$ cat src/rtl/masked_aes_sequencer_if.sv
// masked_aes_sequencer_if: handshake and data bus between the masked AES sequencer and its PRNG/core environment.
interface masked_aes_sequencer_if #(
    parameter int N_PRNG = 12,
    parameter int DATA_W = 128,
    parameter int CNT_W  = 8
);
    logic              global_start;
    logic [CNT_W-1:0]  num_blocks;
    logic [N_PRNG-1:0] prng_valid;
    logic              core_done;
    logic [DATA_W-1:0] core_ct_share1;
    logic [DATA_W-1:0] core_ct_share2;
    logic              prng_reset;
    logic              prng_reseed;
    logic              core_reset;
    logic              core_start;
    logic [DATA_W-1:0] ct_share1_out;
    logic [DATA_W-1:0] ct_share2_out;
    logic              ct_valid;
    logic [CNT_W-1:0]  block_idx;
    logic              busy;
    logic              done_out;
    logic              error_out;
    logic              trigger_out;

    modport slave (
        input  global_start, num_blocks, prng_valid, core_done, core_ct_share1, core_ct_share2,
        output prng_reset, prng_reseed, core_reset, core_start, ct_share1_out, ct_share2_out,
               ct_valid, block_idx, busy, done_out, error_out, trigger_out
    );

    modport master (
        output global_start, num_blocks, prng_valid, core_done, core_ct_share1, core_ct_share2,
        input  prng_reset, prng_reseed, core_reset, core_start, ct_share1_out, ct_share2_out,
               ct_valid, block_idx, busy, done_out, error_out, trigger_out
    );
endinterface

$ cat src/rtl/masked_aes_sequencer.sv
// masked_aes_sequencer: burst sequencer for the first-order TSM masked AES core with periodic PRNG reseeding.
module masked_aes_sequencer #(
    parameter int N_PRNG       = 12,
    parameter int DATA_W       = 128,
    parameter int CNT_W        = 8,
    parameter int RESEED_EVERY = 4,
    parameter int PRNG_TIMEOUT = 2048
) (
    input logic clk,
    input logic global_reset,
    masked_aes_sequencer_if.slave bus
);
    localparam logic [3:0] IDLE       = 4'd0;
    localparam logic [3:0] PRNG_RST   = 4'd1;
    localparam logic [3:0] PRNG_REL   = 4'd2;
    localparam logic [3:0] RESEED     = 4'd3;
    localparam logic [3:0] WAIT_PRNG  = 4'd4;
    localparam logic [3:0] CORE_REL   = 4'd5;
    localparam logic [3:0] CORE_START = 4'd6;
    localparam logic [3:0] WAIT_CORE  = 4'd7;
    localparam logic [3:0] CAPTURE    = 4'd8;
    localparam logic [3:0] CORE_RST   = 4'd9;
    localparam logic [3:0] DONE       = 4'd10;
    localparam logic [3:0] ERROR      = 4'd11;
    localparam int TW = $clog2(PRNG_TIMEOUT + 1);
    localparam int RW = $clog2(RESEED_EVERY + 1);

    logic [3:0]        state, state_n;
    logic [CNT_W-1:0]  nb, idx;
    logic [TW-1:0]     tcnt;
    logic [RW-1:0]     rcnt;
    logic [RW-1:0]     rcnt_inc;
    logic [N_PRNG-1:0] valid;
    logic [DATA_W-1:0] ct1, ct2;
    logic              all_valid, idle_like, accept, last, reseed_due;

    assign valid      = bus.prng_valid;
    assign all_valid  = &valid;
    assign idle_like  = state == IDLE || state == DONE || state == ERROR;
    assign accept     = idle_like && bus.global_start;
    assign last       = idx == nb - CNT_W'(1);
    assign rcnt_inc   = rcnt + RW'(1);
    assign reseed_due = rcnt_inc == RW'(RESEED_EVERY);

    always_comb begin
        state_n = state;
        case (state)
            IDLE, DONE, ERROR: state_n = !bus.global_start ? state : (bus.num_blocks == '0) ? DONE : PRNG_RST;
            PRNG_RST:          state_n = PRNG_REL;
            PRNG_REL:          state_n = RESEED;
            RESEED:            state_n = WAIT_PRNG;
            WAIT_PRNG:         state_n = all_valid ? CORE_REL : (tcnt == TW'(PRNG_TIMEOUT - 1)) ? ERROR : WAIT_PRNG;
            CORE_REL:          state_n = CORE_START;
            CORE_START:        state_n = WAIT_CORE;
            WAIT_CORE:         state_n = bus.core_done ? CAPTURE : WAIT_CORE;
            CAPTURE:           state_n = last ? DONE : reseed_due ? PRNG_REL : CORE_RST;
            CORE_RST:          state_n = CORE_REL;
            default:           state_n = IDLE;
        endcase
    end

    // tcnt sits at zero outside WAIT_PRNG, so every entry starts a fresh timeout window
    always_ff @(posedge clk) begin
        if (global_reset) begin
            state <= IDLE;
            nb    <= '0;
            idx   <= '0;
            tcnt  <= '0;
            rcnt  <= '0;
        end else begin
            state <= state_n;
            tcnt  <= (state == WAIT_PRNG) ? tcnt + TW'(1) : '0;
            if (accept) begin
                nb   <= bus.num_blocks;
                idx  <= '0;
                rcnt <= '0;
            end else if (state == CAPTURE) begin
                rcnt <= (!last && reseed_due) ? '0 : rcnt_inc;
                idx  <= last ? idx : idx + CNT_W'(1);
            end
        end
    end

    // the two shares live in independent registers so they never meet in common logic
    always_ff @(posedge clk) begin
        if (global_reset)
            ct1 <= '0;
        else if (state == WAIT_CORE && bus.core_done)
            ct1 <= bus.core_ct_share1;
    end

    always_ff @(posedge clk) begin
        if (global_reset)
            ct2 <= '0;
        else if (state == WAIT_CORE && bus.core_done)
            ct2 <= bus.core_ct_share2;
    end

    assign bus.prng_reset    = state == IDLE || state == PRNG_RST;
    assign bus.prng_reseed   = state == RESEED;
    assign bus.core_reset    = state == IDLE || state == PRNG_RST || state == PRNG_REL ||
                               state == RESEED || state == WAIT_PRNG || state == CORE_RST;
    assign bus.core_start    = state == CORE_START;
    assign bus.ct_valid      = state == CAPTURE;
    assign bus.ct_share1_out = ct1;
    assign bus.ct_share2_out = ct2;
    assign bus.block_idx     = idx;
    assign bus.busy          = !idle_like;
    assign bus.done_out      = state == DONE;
    assign bus.error_out     = state == ERROR;
    assign bus.trigger_out   = all_valid;
endmodule

$ cat src/flat_wrapper.sv
// flat-port wrapper written by rule: the top's interface ports become plain ports
module masked_aes_sequencer_flat 
#(
    parameter int N_PRNG       = 12,
    parameter int DATA_W       = 128,
    parameter int CNT_W        = 8,
    parameter int RESEED_EVERY = 4,
    parameter int PRNG_TIMEOUT = 2048
)
  (clk, global_reset, bus_global_start, bus_num_blocks, bus_prng_valid, bus_core_done, bus_core_ct_share1, bus_core_ct_share2, bus_prng_reset, bus_prng_reseed, bus_core_reset, bus_core_start, bus_ct_share1_out, bus_ct_share2_out, bus_ct_valid, bus_block_idx, bus_busy, bus_done_out, bus_error_out, bus_trigger_out);
  masked_aes_sequencer_if #(.N_PRNG(N_PRNG), .DATA_W(DATA_W), .CNT_W(CNT_W)) bus_i ();
  input logic clk;
  input logic global_reset;
  input wire logic [$bits(bus_i.global_start)-1:0] bus_global_start;
  input wire logic [$bits(bus_i.num_blocks)-1:0] bus_num_blocks;
  input wire logic [$bits(bus_i.prng_valid)-1:0] bus_prng_valid;
  input wire logic [$bits(bus_i.core_done)-1:0] bus_core_done;
  input wire logic [$bits(bus_i.core_ct_share1)-1:0] bus_core_ct_share1;
  input wire logic [$bits(bus_i.core_ct_share2)-1:0] bus_core_ct_share2;
  output wire logic [$bits(bus_i.prng_reset)-1:0] bus_prng_reset;
  output wire logic [$bits(bus_i.prng_reseed)-1:0] bus_prng_reseed;
  output wire logic [$bits(bus_i.core_reset)-1:0] bus_core_reset;
  output wire logic [$bits(bus_i.core_start)-1:0] bus_core_start;
  output wire logic [$bits(bus_i.ct_share1_out)-1:0] bus_ct_share1_out;
  output wire logic [$bits(bus_i.ct_share2_out)-1:0] bus_ct_share2_out;
  output wire logic [$bits(bus_i.ct_valid)-1:0] bus_ct_valid;
  output wire logic [$bits(bus_i.block_idx)-1:0] bus_block_idx;
  output wire logic [$bits(bus_i.busy)-1:0] bus_busy;
  output wire logic [$bits(bus_i.done_out)-1:0] bus_done_out;
  output wire logic [$bits(bus_i.error_out)-1:0] bus_error_out;
  output wire logic [$bits(bus_i.trigger_out)-1:0] bus_trigger_out;
  assign bus_i.global_start = bus_global_start;
  assign bus_i.num_blocks = bus_num_blocks;
  assign bus_i.prng_valid = bus_prng_valid;
  assign bus_i.core_done = bus_core_done;
  assign bus_i.core_ct_share1 = bus_core_ct_share1;
  assign bus_i.core_ct_share2 = bus_core_ct_share2;
  assign bus_prng_reset = bus_i.prng_reset;
  assign bus_prng_reseed = bus_i.prng_reseed;
  assign bus_core_reset = bus_i.core_reset;
  assign bus_core_start = bus_i.core_start;
  assign bus_ct_share1_out = bus_i.ct_share1_out;
  assign bus_ct_share2_out = bus_i.ct_share2_out;
  assign bus_ct_valid = bus_i.ct_valid;
  assign bus_block_idx = bus_i.block_idx;
  assign bus_busy = bus_i.busy;
  assign bus_done_out = bus_i.done_out;
  assign bus_error_out = bus_i.error_out;
  assign bus_trigger_out = bus_i.trigger_out;
  masked_aes_sequencer #(.N_PRNG(N_PRNG), .DATA_W(DATA_W), .CNT_W(CNT_W), .RESEED_EVERY(RESEED_EVERY), .PRNG_TIMEOUT(PRNG_TIMEOUT)) u_core (.clk(clk), .global_reset(global_reset), .bus(bus_i));
endmodule
$ cat config.mk
export PLATFORM = sky130hd
export DESIGN_NAME = masked_aes_sequencer_flat
export DESIGN_NICKNAME = d
export VERILOG_FILES = /design/src/rtl/masked_aes_sequencer_if.sv /design/src/rtl/masked_aes_sequencer.sv /design/src/flat_wrapper.sv
export SDC_FILE = /design/constraint.sdc
export NUM_CORES = 1
export LEC_CHECK = 0
export ABC_AREA = 1
export CORE_AREA = 2 2 216 218
export CTS_CLUSTER_DIAMETER = 50
export DETAILED_ROUTE_END_ITERATION = 8
export DIE_AREA = 0 0 218 220
export SETUP_SLACK_MARGIN = 0.02
export SYNTH_ARGS = -nofsm -noshare
export SYNTH_HDL_FRONTEND = slang
export SYNTH_SLANG_ARGS = --single-unit
$ cat constraint.sdc
create_clock -name clk -period 1.8 [get_ports clk]
set_input_delay 0.54 -clock clk [delete_from_list [all_inputs] [get_ports clk]]
set_output_delay 0.54 -clock clk [all_outputs]
set_load 0.03 [all_outputs]
==> out/results.txt, run 1 <==
The critical path's largest stage delay came out at 0.37 ns. In this run, post-CTS hold repair placed 0 buffers. The initial utilization of the core area, before any placement, comes to 23.53%. At the later pin of the worst-skew pair, clock insertion delay measures 0.54 ns. The cell with the biggest individual delay on the critical path was sky130_fd_sc_hd__dfxtp_4.

The logs give 69.90% for the worst max-slew margin expressed relative to the limit and 0 for the total grt overflow. The power consumption is 18170 uW, and the mean cell area of the mapped netlist is 7.516 sq um. The worst-case clock skew was 0.01368 ns. The total via count in the routed design came out at 11680. The kind of cell with the highest combined delay along the critical path is simple AND/OR/NAND/NOR gates. The worst setup path is launched from a register. In the layout the commonest cells are 575 x sky130_fd_sc_hd__nand2_1, 283 x sky130_fd_sc_hd__dfxtp_1, 266 x sky130_fd_sc_hd__clkdlybuf4s50_1. The worst setup margin is -0.3551 ns, and the final standard cell utilization of the core is 41.77%. The number of core rows is 79. Once detailed placement completed, the half-perimeter wirelength came to 29.25 mm.

The number of buffers inserted during clock tree synthesis is 41. The worst-case IR drop observed on VDD is 0.0006522 V. After layout, the worst path uses 119.7% of the clock period. Wires add up to 41.85 mm. The slew at the pin with the worst max-slew slack is 0.4514 ns. The detailed-routing iteration count for the pre-antenna-repair pass is 5. The number of antenna violations at the first check in global routing is 0.

Detail-routed net length per standard cell: 15.55 um. The global-route wire length before repair was 59.99 mm. Input and output buffers added on the ports amount to 552. For the count of final hold-check violations, the log shows 0. Master cell of the clock root buffer: sky130_fd_sc_hd__clkbuf_16.

The post-route minimum period is 2.155 ns. The gate count after technology mapping came out at 1436. The run gives 0.01750 sq mm as the placement-stage cell area.

Counting flops and latches in the post-synthesis netlist gives 291. The placeable core region was 0.04586 sq mm. The tools report the number of levels in the clock H-tree as 2. The net count reported at finish was 2340; the number of max-cap violations was 0. The library cell used most frequently in the layout, excluding fill and tap cells, is sky130_fd_sc_hd__nand2_1.

The largest net degree at the start of global routing is 91. The tools report the type of destination of the critical path as an output pin. The I/O pin count is 553. The logs give 1721 for the number of nets in the synthesized netlist and 1.62 ns for the worst endpoint data arrival time. TritonCTS built the clock tree.

Type of the worst setup path: register to output pin. The maximum clock frequency is 464.0 MHz. Setup repair after global routing could not meet its margin everywhere.

Summed over all cells, the static leakage comes to 0.007257 uW. For this run, design rule violations remaining after detail routing come to 0. The die covers 0.04796 sq mm. The checks that failed: negative setup slack.

The growth of design area from synthesis to finish is 77.52%, and the via-per-instance ratio is 4.337. In this run the worst path has a maximum fanout of 7. Clock-pin slew was measured on the worst setup and hold paths at 0.05 ns.

CTS saw 291 sinks. The tools report the required arrival time at the worst endpoint as 1.26 ns. Final hold analysis gives a worst-case slack of 0.3011 ns. The count of endpoints failing setup in the final report is 10, and the count of pins over their slew limit is 0. The number of different library cells used by synthesis comes to 33. After routing the design area is 0.01916 sq mm. The horizontal extent of the die was 218 um. In this run the remaining antenna-violating nets after routing total 0. The number of antenna diodes in the final layout is 0. The run gives 0.8214 as the last weighted congestion value of the routability-driven placer.

The flow ran to the end, but the final reports show violations. In this run the power density over the cells is 948.5 mW/mm^2. Counting along the longest clock path gives a buffer depth of 3. The number of buffers and inverters on the critical path works out to 3. In this run the cell area of the synthesized design comes to 0.01079 sq mm.

The layout cell share with drive strength beyond 1 was 26.38%; the global routing usage summed across all routing layers was 15.66%. Summing the sequential cell areas from Yosys gives 53.98% of the chip area. The die is 220 um tall. The most numerous cell type found on the critical path is sky130_fd_sc_hd__inv_2.

For the via count of the first global-routing pass, the log shows 11120. The critical path goes through nor2_1 > inv_2 > nor2_2 > inv_2 > nand2_1 > buf_6. The filler cells instantiated in the layout total 4614.

The violation count after the first detailed-routing iteration is 537. In this run the worst hold path is classified as input port to register. The run gives 0 as the number of synthesis warnings.
-- flip-flops by register name, summed over array words and instances, names as in the netlist --
signal                    cells
u_core.bus.block_idx          8
u_core.bus.ct_share1_out    128
u_core.bus.ct_share2_out    128
u_core.nb                     8
u_core.rcnt                   3
u_core.state                  4
u_core.tcnt                  12
-- stage by stage --
stage / setup TNS (ns) / std cells / setup WS (ns)
after floorplan: 0 / 1436 / 0.04842
after CTS: -2.687 / 2675 / -0.3971
final: -2.499 / 2692 / -0.3551
after global routing: -3.976 / 2692 / -0.4521
after detailed placement: -83.98 / 2586 / -0.4016
after global placement: -80.87 / 2586 / -0.3875
-- layout make-up --
cell class	count	area [sq um]	area share [%]
inverter	62	245.2	1.280
clock inverter	22	325.3	1.698
tap	607	759.5	3.964
timing repair buffer	664	6236	32.55
sequential	291	5838	30.47
multi-input combinational	995	4619	24.11
clock buffer	51	1136	5.930
-- layer usage --
layer  share of wire, %  routed length, um  vias to the layer above  track usage, %
li1                   -                  -                     5838               -
met1                 38              16080                     5304           17.72
met2                 50              20830                      457           27.24
met3                9.1               3818                       76           5.521
met4                2.7               1125                        0           5.420
met5                  0                  0                        -               0
-- path summary, 6_finish.rpt --
kind / start / to / slack (ns) / cells past startpoint
max: u_core.state[1] / bus_core_reset / -0.36 / 6
min: global_reset / u_core.state[1] / 0.30 / 2
max reg2reg: u_core.nb[1] / u_core.state[0] / -0.03 / 13
min reg2reg: u_core.tcnt[0] / u_core.tcnt[0] / 0.43 / 1
-- cell usage after synthesis, drive strengths merged --
master | n | share of area [%]
and3 | 1 | 0.058
xor2 | 1 | 0.081
nand2 | 592 | 21
a21oi | 273 | 13
o21ai | 12 | 0.59
clkbuf | 59 | 2.1
xnor2 | 3 | 0.24
nor2 | 51 | 1.9
ha | 5 | 0.58
a31oi | 4 | 0.23
nor3b | 2 | 0.14
a211oi | 10 | 0.70
o22ai | 1 | 0.058
or2 | 2 | 0.12
dfxtp | 291 | 54
inv | 62 | 2.2
a21o | 1 | 0.070
nand4 | 7 | 0.41
nor3 | 10 | 0.57
buf | 29 | 1.7
nand3 | 19 | 0.93
nor4 | 1 | 0.058
-- what timing repair did --
action,in CTS,in global routing
endpoints found under the setup margin,276,284
gates resized for setup,932,283
setup buffers,16,13
pin swaps,15,33
cloned,0,6
-- worst reg2reg max path: cells and delay by family (launching register included) --
kind	cells	cell delay, ns
and+or+nand+nor	9	0.84
DFF	1	0.32
adders and majority gates	1	0.26
buffers and inverters	2	0.22
AOI/OAI and AO/OA	1	0.06
-- report_power, final --
part | switching [uW] | leakage [uW] | internal [uW]
Clock | 3100 | 0.000714 | 5520
Combinational | 1410 | 0.00419 | 1450
Sequential | 130 | 0.00235 | 6560
-- logic make-up (layout without fill, tap and decap cells) --
kind of cell	count (synthesis)	after routing	share of synthesized area (%)
AO/OA/AOI/OAI	301	301	14.31
XOR/XNOR	4	4	0.3247
adder cells (fa/ha/maj)	5	5	0.5796
buffers and inverters	150	799	5.936
flip-flops	291	291	53.98
AND/OR/NAND/NOR	685	685	24.88
No activity file was read; power rests on OpenSTA's default activity.
==> run 2: changes to the inputs <==
- ABC_AREA: 1 -> default
- MAX_ROUTING_LAYER: default -> met4
==> run 2 against run 1 <==
  * Die area did not move
  * Largest cell class unchanged
  * Final area rose by 19%
  * Clock power fell by 7.1%
  * Global-route usage rose by 1.7 points
  * Sequential cell count did not move
  * The flow still finishes with violations (negative setup slack)
  * Utilization rose by 7.9 points
  * Register-to-register slack got worse by 0.35 ns
  * Sequential power fell by 0.7%
  * Power fell by 3.6%
  * Synthesized cell count fell by 5.4%
==> out/results.txt, run 2 <==
For the static leakage, the log shows 0.008350 uW (was 0.007257 uW). The number of buffers and inverters on the critical path is 2 (was 3), and the number of buffers on the longest clock path is 3 (unchanged). The tools report the placement-stage cell area as 0.01794 sq mm (was 0.01750 sq mm).

TritonCTS built the clock tree. Number of core rows: 79 (unchanged). The switching part of the total works out to 25.61% (was 25.54%). Post-route minimum period: 2.195 ns (was 2.155 ns). The worst max-slew margin expressed relative to the limit is 74.69% (was 69.90%). The final-layout fill cell count is 4056 (was 4614). The run gives 23.53% (about the same) as the starting density of the core. The half-perimeter wire length after placement was 30.20 mm (was 29.25 mm); the post-synthesis cell area was 0.01079 sq mm (about the same).

Type of the worst setup path: register to output pin (unchanged). For the final standard cell utilization of the core, the log shows 49.67% (was 41.77%). The number of max-cap violations is 0 (unchanged), and the number of levels in the clock H-tree is 2 (unchanged).

The net count reported at finish is 2353 (was 2340). The tools report the detailed-routing iteration count for the pre-antenna-repair pass as 5 (unchanged). The tools report the number of antenna violations at the first check in global routing as 1 (was 0).

The logs give 0 (unchanged) for the residual antenna-violating net count after detailed routing and 0 (unchanged) for the number of synthesis warnings. The tools report the total DRC errors in the routed layout as 0 (unchanged). Largest delay contributor family on the critical path: simple AND/OR/NAND/NOR gates (unchanged). The dominant cell type by area after synthesis was sky130_fd_sc_hd__dfxtp_1 (unchanged). The source of the worst register-to-register timing path was u_core.nb[0] (was u_core.nb[1]).

The tools report the gate count after technology mapping as 1359 (was 1436). The leading cell type in the layout, fill and taps excluded is sky130_fd_sc_hd__nand2_1 (unchanged). The clock sink count came out at 291 (unchanged).

Top post-synthesis cells by area: sky130_fd_sc_hd__dfxtp_1 54%, sky130_fd_sc_hd__nand2_1 18%, sky130_fd_sc_hd__a21oi_1 12%, sky130_fd_sc_hd__clkbuf_1 2.1%, sky130_fd_sc_hd__buf_2 1.4% (was sky130_fd_sc_hd__dfxtp_1 54%, sky130_fd_sc_hd__nand2_1 21%, sky130_fd_sc_hd__a21oi_1 13%, sky130_fd_sc_hd__clkbuf_1 2.1%, sky130_fd_sc_hd__inv_1 1.9%). The growth of design area from synthesis to finish was 111.1% (was 77.52%). Total power divided by cell area: 769.5 mW/mm^2 (was 948.5 mW/mm^2). Master cell of the clock root buffer: sky130_fd_sc_hd__clkbuf_16 (unchanged). The tools report the end of the worst register-to-register path as u_core.state[0] (unchanged).

The placeable core region was 0.04586 sq mm (unchanged); the layout cell share with drive strength beyond 1 was 45.20% (was 26.38%). Combinational share of power: 16.4% (was 15.7%). The maximum clock frequency is 455.6 MHz (was 464.0 MHz). The tools report the total via count in the routed design as 12370 (was 11680). Cell Chain, Critical Path: or3_4 > a21oi_4 > inv_2 > buf_6 (was nor2_1 > inv_2 > nor2_2 > inv_2 > nand2_1 > buf_6).

The run gives 0.006003 sq mm (was 0.004619 sq mm) as the area occupied by multi-input gates. The mean cell area of the mapped netlist came out at 7.941 sq um (was 7.516 sq um). The end of the worst hold path was u_core.bus.ct_share2_out[120] (was u_core.state[1]). The share of the synthesized area in the top cell type is 53.98% (about the same), and the maximum fanout along the worst path is 6 (was 7). Total placed cells including tap cells: 2538 (was 2586).

The post-route setup TNS is -50.72 ns (was -2.499 ns). The global-route wire length before repair came out at 63.83 mm (was 59.99 mm). For the area of all placed cells without fillers, the log shows 0.02278 sq mm (was 0.01916 sq mm). The detail-routed net length per standard cell came out at 18.19 um (was 15.55 um). Worst min-delay path class: register to register (was input port to register). The ratio of final minimum period to clock period came out at 121.9% (was 119.7%). The I/O pin count was 553 (unchanged). The post-layout instance count excluding filler cells is 2703 (was 2692), and the horizontal extent of the die is 218 um (unchanged).

The number of flip-flops and latches in the synthesized netlist is 291 (unchanged). The CTS clock-pin slew for the worst setup and hold paths was 0.05 ns (about the same); the required arrival time at the worst endpoint was 1.26 ns (about the same). The cell with the biggest individual delay on the critical path was sky130_fd_sc_hd__or3_4 (was sky130_fd_sc_hd__dfxtp_4). Source of the worst hold timing path: u_core.bus.ct_share2_out[120] (was global_reset).

The tools report the worst setup margin as -0.3948 ns (was -0.3551 ns). Commonest cells after routing, fill and taps aside: 373 x sky130_fd_sc_hd__nand2_1, 279 x sky130_fd_sc_hd__dfxtp_1, 266 x sky130_fd_sc_hd__clkdlybuf4s50_1 (was 575 x sky130_fd_sc_hd__nand2_1, 283 x sky130_fd_sc_hd__dfxtp_1, 266 x sky130_fd_sc_hd__clkdlybuf4s50_1). The total grt overflow was 0 (unchanged).

The worst-case clock skew is 0.01918 ns (was 0.01368 ns), and the via-per-instance ratio is 4.575 (was 4.337). The count of final hold-check violations is 0 (unchanged). The cell depth of the worst hold path was 2 (unchanged). Post-synth top cells: 529 x sky130_fd_sc_hd__nand2_1, 291 x sky130_fd_sc_hd__dfxtp_1, 265 x sky130_fd_sc_hd__a21oi_1 (was 591 x sky130_fd_sc_hd__nand2_1, 291 x sky130_fd_sc_hd__dfxtp_1, 273 x sky130_fd_sc_hd__a21oi_1). The slew at the pin with the worst max-slew slack came out at 0.3743 ns (was 0.4514 ns). Setup repair after global routing could not meet its margin everywhere. The share of async-settable or async-resettable flops after synthesis is 0% (unchanged), and the post-place setup slack is -0.4625 ns (was -0.4016 ns). Worst endpoint data arrival time: 1.65 ns (was 1.62 ns).

Count of distinct cell types in the synthesized netlist: 55 (was 33). The number of synthesized flops with an enable pin came out at 0 (unchanged). The latest clock arrival within the worst-skew pair is 0.55 ns (was 0.54 ns). The category of the worst setup path launch point is a register (unchanged).

The logs give 45.7% (was 47.4%) for the clock network fraction of total power and 49.18 mm (was 41.85 mm) for the total wire length. The count of endpoints failing setup in the final report came out at 270 (was 10). Area taken by flip-flops and latches: 0.005853 sq mm (was 0.005838 sq mm). The last weighted congestion value of the routability-driven placer was 0.8358 (was 0.8214).

The number of buffers inserted during clock tree synthesis is 40 (was 41), and the count of pins over their slew limit is 0 (unchanged). The logs give 1644 (was 1721) for the number of nets in the synthesized netlist and 13040 uW (was 13530 uW) for the internal power contribution. Violations in the final reports: negative setup slack (unchanged). The dominant cell by count in the synthesized netlist is sky130_fd_sc_hd__nand2_1 (unchanged).

The flow ran to the end, but the final reports show violations. For the maximum resistive drop on vdd, the log shows 0.0006072 V (was 0.0006522 V). The die area was 0.04796 sq mm (unchanged); the global routing usage summed across all routing layers was 17.34% (was 15.66%). Via count of the first global-routing pass: 11720 (was 11120). The total net switching power is 4489 uW (was 4641 uW). Chip height: 220 um (unchanged). The worst setup path startpoint was u_core.state[3] (was u_core.state[1]).

The setup slack of the worst register-to-register path came out at -0.38 ns (was -0.03 ns). The most common flop cell mapped by yosys is sky130_fd_sc_hd__dfxtp_1 (unchanged). Type of destination of the critical path: an output pin (unchanged). The worst reg2reg path depth is 10 (was 13), and the critical path's largest stage delay is 0.38 ns (was 0.37 ns). The port buffer count came out at 552 (unchanged).

For the largest net degree at the start of global routing, the log shows 62 (was 91). The sequential-to-total area share from yosys stat is 53.98% (about the same), and the power share of the sequential group is 37.9% (was 36.8%). The violation count after the first detailed-routing iteration came out at 505 (was 537).
## run 2: changes by cell type after synthesis, sizes merged, moves of 5 or more
cell / delta
mux2i: +8
nand3: -5
a211oi: -9
nand2: -62
inv: -51
xor2: +9
nor2: -18
or3: +10
nand2b: +8
buf: +6
xnor2: +6
## run 2: what timing repair did
action                                  4_1_cts  5_1_grt
gates cloned                                  9       32
pin swaps                                    20      169
hold buffers                                  0        0
resized for setup                           930      465
buffers inserted                             29       29
endpoints found under the setup margin      401      337
## run 2: metrics by stage
step	total power (uW)	hold WS (ns)
2_1_floorplan	7685	0.4260
3_3_place_gp	8881	0.4406
3_5_place_dp	8909	0.4462
4_1_cts	17330	0.4166
5_1_grt	18150	0.4585
6_report	17530	0.4516
## run 2: routing by layer
| layer | routed length [um] | GRT usage [%] |
|---|---|---|
| met5 | 0 | - |
| met4 | 1540 | 5.556 |
| met3 | 3756 | 5.466 |
| met2 | 24280 | 29.38 |
| met1 | 19600 | 19.40 |
## run 2: logic make-up (layout without fill, tap and decap cells)
| kind of cell | Yosys count | in the layout | synth area share, % |
|---|---|---|---|
| buffers and inverters | 108 | 844 | 4.522 |
| AO/OA/AOI/OAI | 305 | 305 | 15.49 |
| AND/OR/NAND/NOR | 623 | 623 | 23.14 |
| multiplexers | 8 | 8 | 0.7421 |
| flip-flops | 291 | 291 | 53.98 |
| adder cells (fa/ha/maj) | 5 | 5 | 0.5797 |
| other | 0 | 1 | 0 |
| XOR/XNOR | 19 | 19 | 1.542 |
## run 2: power by group through the flow
stage	combinational (uW)	sequential, uW	clock (uW)
after detailed placement	2150	6750	0
after global placement	2130	6750	0
final	2880	6640	8010
after global routing	3040	6650	8450
after CTS	2510	6630	8190
after floorplan	931	6750	0
## run 2: worst register-to-register path: stages, from the launching register on
cell	delay, ns
sky130_fd_sc_hd__dfxtp_4	0.37
sky130_fd_sc_hd__inv_4	0.04
sky130_fd_sc_hd__ha_4	0.25
sky130_fd_sc_hd__xor2_1	0.14
sky130_fd_sc_hd__nand2_1	0.07
sky130_fd_sc_hd__a2111o_1	0.39
sky130_fd_sc_hd__a2111oi_4	0.22
sky130_fd_sc_hd__buf_6	0.19
sky130_fd_sc_hd__buf_12	0.13
sky130_fd_sc_hd__o311ai_1	0.09
sky130_fd_sc_hd__and3_1	0.17
## run 2: worst max path at each step
| stage | end | cells past startpoint | slack [ns] |
|---|---|---|---|
| after floorplan | u_core.bus.block_idx[1] | 10 | -0.15 |
| after detailed placement | bus_trigger_out | 5 | -0.46 |
| after global routing | bus_busy | 4 | -0.45 |
| after global placement | bus_trigger_out | 5 | -0.48 |
| final | bus_busy | 4 | -0.39 |
| after CTS | bus_ct_valid | 4 | -0.41 |
## run 2: layout make-up
type                    count  share of cell area (%)
diodes                      1                 0.01099
clock buffers              52                   4.998
clock inverters            17                  0.8733
inverters                  11                  0.2142
multi-input cells         960                   26.35
flip-flops and latches    291                   25.69
well taps                 607                   3.334
repair buffers            764                   38.52
==> run 3: changes to the inputs <==
- CTS_BUF_LIST: default -> sky130_fd_sc_hd__clkbuf_16
==> run 3 against run 2 <==
  * Clock-buffer cell count shrank 10
  * Clock power shrank 2.9%
  * The run still ends with negative setup slack left
  * Non-clock buffer count shrank 1
  * Setup slack is essentially flat
  * Final area grew 2.0%
  * Utilization grew 0.97 points
  * Fmax is essentially flat
  * Register-to-register slack is essentially flat
  * Sequential share of layout area shrank 0.49 points
  * Routed wire length grew 1.0%
  * Worst hold slack gained 0.00090 ns
  * Critical path type unchanged
==> out/results.txt, run 3 (synthesized netlist as in run 2, its figures left out) <==
The via-per-instance ratio works out to 4.571 (was 4.575). Worst min-delay path class: register to register (unchanged). The clock sink count is 291 (unchanged). The tools report the largest net degree at the start of global routing as 62 (unchanged).

Chip height: 220 um (unchanged). Worst max-slew margin expressed relative to the limit: 72.67% (was 74.69%). The static leakage is 0.008966 uW (was 0.008350 uW), and the worst reg2reg path depth is 10 (unchanged). The count of endpoints failing setup in the final report was 271 (was 270). The logs give 0 (unchanged) for the count of final hold-check violations and 4011 (was 4056) for the final-layout fill cell count.

For the worst setup margin, the log shows -0.3945 ns (was -0.3948 ns). The violation count after the first detailed-routing iteration came out at 556 (was 505). The routing usage on met2 was 29.19% (was 29.38%); the total power divided by cell area was 746.1 mW/mm^2 (was 769.5 mW/mm^2). The post-route minimum period was 2.195 ns (about the same). Busiest layer in global routing: met2 (unchanged). The placeable core region is 0.04586 sq mm (unchanged), and the horizontal extent of the die is 218 um (unchanged). The total net switching power came out at 4530 uW (was 4489 uW). The layout cell share with drive strength beyond 1 is 46.32% (was 45.20%), and the number of max-cap violations is 0 (unchanged). Total via count in the routed design: 12350 (was 12370). The type of the worst setup path was register to output pin (unchanged). Critical path's largest stage delay: 0.38 ns (about the same). The residual antenna-violating net count after detailed routing is 0 (unchanged).

The cts-stage hold buffer count was 0 (unchanged). Cell Chain, Critical Path: or3_4 > a21oi_4 > inv_2 > buf_6 (unchanged). The half-perimeter wire length after placement came out at 30.20 mm (unchanged). The global routing usage summed across all routing layers is 17.24% (was 17.34%).

The placement-stage cell area was 0.01794 sq mm (unchanged); the maximum resistive drop on vdd was 0.0006319 V (was 0.0006072 V). The global-route met1 utilization is 19.36% (was 19.40%). The required arrival time at the worst endpoint came out at 1.26 ns (about the same).

The clock network fraction of total power is 44.9% (was 45.7%). The port buffer count works out to 552 (unchanged). Critical path depth: 4 (unchanged). The count of pins over their slew limit was 0 (unchanged); the maximum fanout along the worst path was 6 (unchanged). The logs give 1 (unchanged) for the number of antenna violations at the first check in global routing and 38.3% (was 37.9%) for the power share of the sequential group. Category of the worst setup path launch point: a register (unchanged). Setup repair after global routing could not meet its margin everywhere. The tools report the power consumption as 17330 uW (was 17530 uW). The largest delay contributor family on the critical path was simple AND/OR/NAND/NOR gates (unchanged). TritonCTS built the clock tree. The number of buffers inserted during clock tree synthesis came out at 40 (unchanged).

The slew at the pin with the worst max-slew slack was 0.4099 ns (was 0.3743 ns); the die area was 0.04796 sq mm (unchanged). The global routing met3 resource utilization came out at 5.411% (was 5.466%). The tools report the total grt overflow as 0 (unchanged).

The detail-routed net length per standard cell was 18.38 um (was 18.19 um). The run gives 79 (unchanged) as the number of core rows. The via count of the first global-routing pass is 11670 (was 11720). For the I/O pin count, the log shows 553 (unchanged).

The CTS clock-pin slew for the worst setup and hold paths was 0.05 ns (about the same). The leading cell type in the layout, fill and taps excluded is sky130_fd_sc_hd__nand2_1 (unchanged). The run gives 455.7 MHz (was 455.6 MHz) as the maximum clock frequency. The ratio of final minimum period to clock period came out at 121.9% (about the same). The net count reported at finish is 2352 (was 2353). The cell depth of the worst hold path is 2 (unchanged), and the total wire length is 49.67 mm (was 49.18 mm). The switching part of the total was 26.15% (was 25.61%).

Violations in the final reports: negative setup slack (unchanged). The latest clock arrival within the worst-skew pair is 0.55 ns (about the same), and the number of buffers and inverters on the critical path is 2 (unchanged). The run gives 23.53% (unchanged) as the starting density of the core. Commonest cells after routing, fill and taps aside: 358 x sky130_fd_sc_hd__nand2_1, 279 x sky130_fd_sc_hd__dfxtp_1, 266 x sky130_fd_sc_hd__clkdlybuf4s50_1 (was 373 x sky130_fd_sc_hd__nand2_1, 279 x sky130_fd_sc_hd__dfxtp_1, 266 x sky130_fd_sc_hd__clkdlybuf4s50_1). Cell with the biggest individual delay on the critical path: sky130_fd_sc_hd__or3_4 (unchanged). The detailed-routing iteration count for the pre-antenna-repair pass is 5 (unchanged).

The area of all placed cells without fillers came out at 0.02322 sq mm (was 0.02278 sq mm). The worst-case clock skew came out at 0.01775 ns (was 0.01918 ns). The combinational share of power is 16.8% (was 16.4%), and the internal power contribution is 12800 uW (was 13040 uW). The total DRC errors in the routed layout is 0 (unchanged).

The tools report the master cell of the clock root buffer as sky130_fd_sc_hd__clkbuf_16 (unchanged). The last weighted congestion value of the routability-driven placer is 0.8358 (unchanged), and the worst endpoint data arrival time is 1.65 ns (about the same). The tools report the area taken by flip-flops and latches as 0.005853 sq mm (unchanged). The growth of design area from synthesis to finish was 115.2% (was 111.1%); the global-route wire length before repair was 63.51 mm (was 63.83 mm). The run gives 50.64% (was 49.67%) as the final standard cell utilization of the core. The number of levels in the clock H-tree was 2 (unchanged); the number of buffers on the longest clock path was 3 (unchanged).

The type of destination of the critical path is an output pin (unchanged). The run gives 0.006449 sq mm (was 0.006003 sq mm) as the area occupied by multi-input gates. The run finished, with violations left.
==> run 3: cell count changes in the layout (fill, tap and decap cells not counted), moves of 14 or more <==
cell | before | now
sky130_fd_sc_hd__a21oi_1 | 105 | 91
sky130_fd_sc_hd__a21oi_2 | 166 | 180
sky130_fd_sc_hd__nand2_1 | 373 | 358
sky130_fd_sc_hd__nand2_2 | 88 | 32
sky130_fd_sc_hd__nand2_4 | 69 | 140
==> run 3: power groups by stage <==
stage	registers, uW	logic (uW)	clock network (uW)
finish	6640	2910	7780
global route	6650	3080	8210
CTS	6630	2510	7940
detailed placement	6750	2150	0
global placement	6750	2130	0
floorplan	6750	931	0
==> run 3: tightest hold or removal path, stage by stage, from the launching register on <==
cell	delay, ns
sky130_fd_sc_hd__dfxtp_1	0.30
sky130_fd_sc_hd__nand2_1	0.05
sky130_fd_sc_hd__a21oi_1	0.05
==> run 3: final timing paths <==
path	startpoint	to	slack, ns
min reg2reg	u_core.bus.ct_share2_out[120]	u_core.bus.ct_share2_out[120]	0.45
max reg2reg	u_core.nb[0]	u_core.state[0]	-0.37
min	u_core.bus.ct_share2_out[120]	u_core.bus.ct_share2_out[120]	0.45
max	u_core.state[3]	bus_busy	-0.39
==> run 3: final cells by class <==
cell class	count	area share, %
multi-input combinational	960	27.77
clock inverter	27	1.018
sequential	291	25.20
antenna	1	0.01077
inverter	11	0.2101
tap	607	3.270
clock buffer	42	4.525
timing repair buffer	763	38.00
==> run 3: through the flow <==
step / hold WS, ns / instances / setup WS (ns) / TNS, ns
after floorplan: 0.4260 / 1359 / -0.1537 / -2.078
after global placement: 0.4406 / 2538 / -0.4813 / -44.98
after detailed placement: 0.4462 / 2538 / -0.4625 / -51.42
after CTS: 0.4161 / 2643 / -0.4129 / -7.503
after global routing: 0.4597 / 2702 / -0.4540 / -62.17
final: 0.4525 / 2702 / -0.3945 / -44.61
==> run 3: routing by layer <==
layer | wire length [um] | share of wire (%)
met5 | 0 | 0
met1 | 19620 | 40
met2 | 24670 | 50
met3 | 3992 | 8.0
met4 | 1394 | 2.8
==> run 3: timing repair <==
| item | CTS | global route |
|---|---|---|
| setup endpoints to repair | 404 | 336 |
| cloned | 8 | 35 |
| setup buffers | 29 | 27 |
| pin swaps | 23 | 285 |
| resized for setup | 930 | 565 |
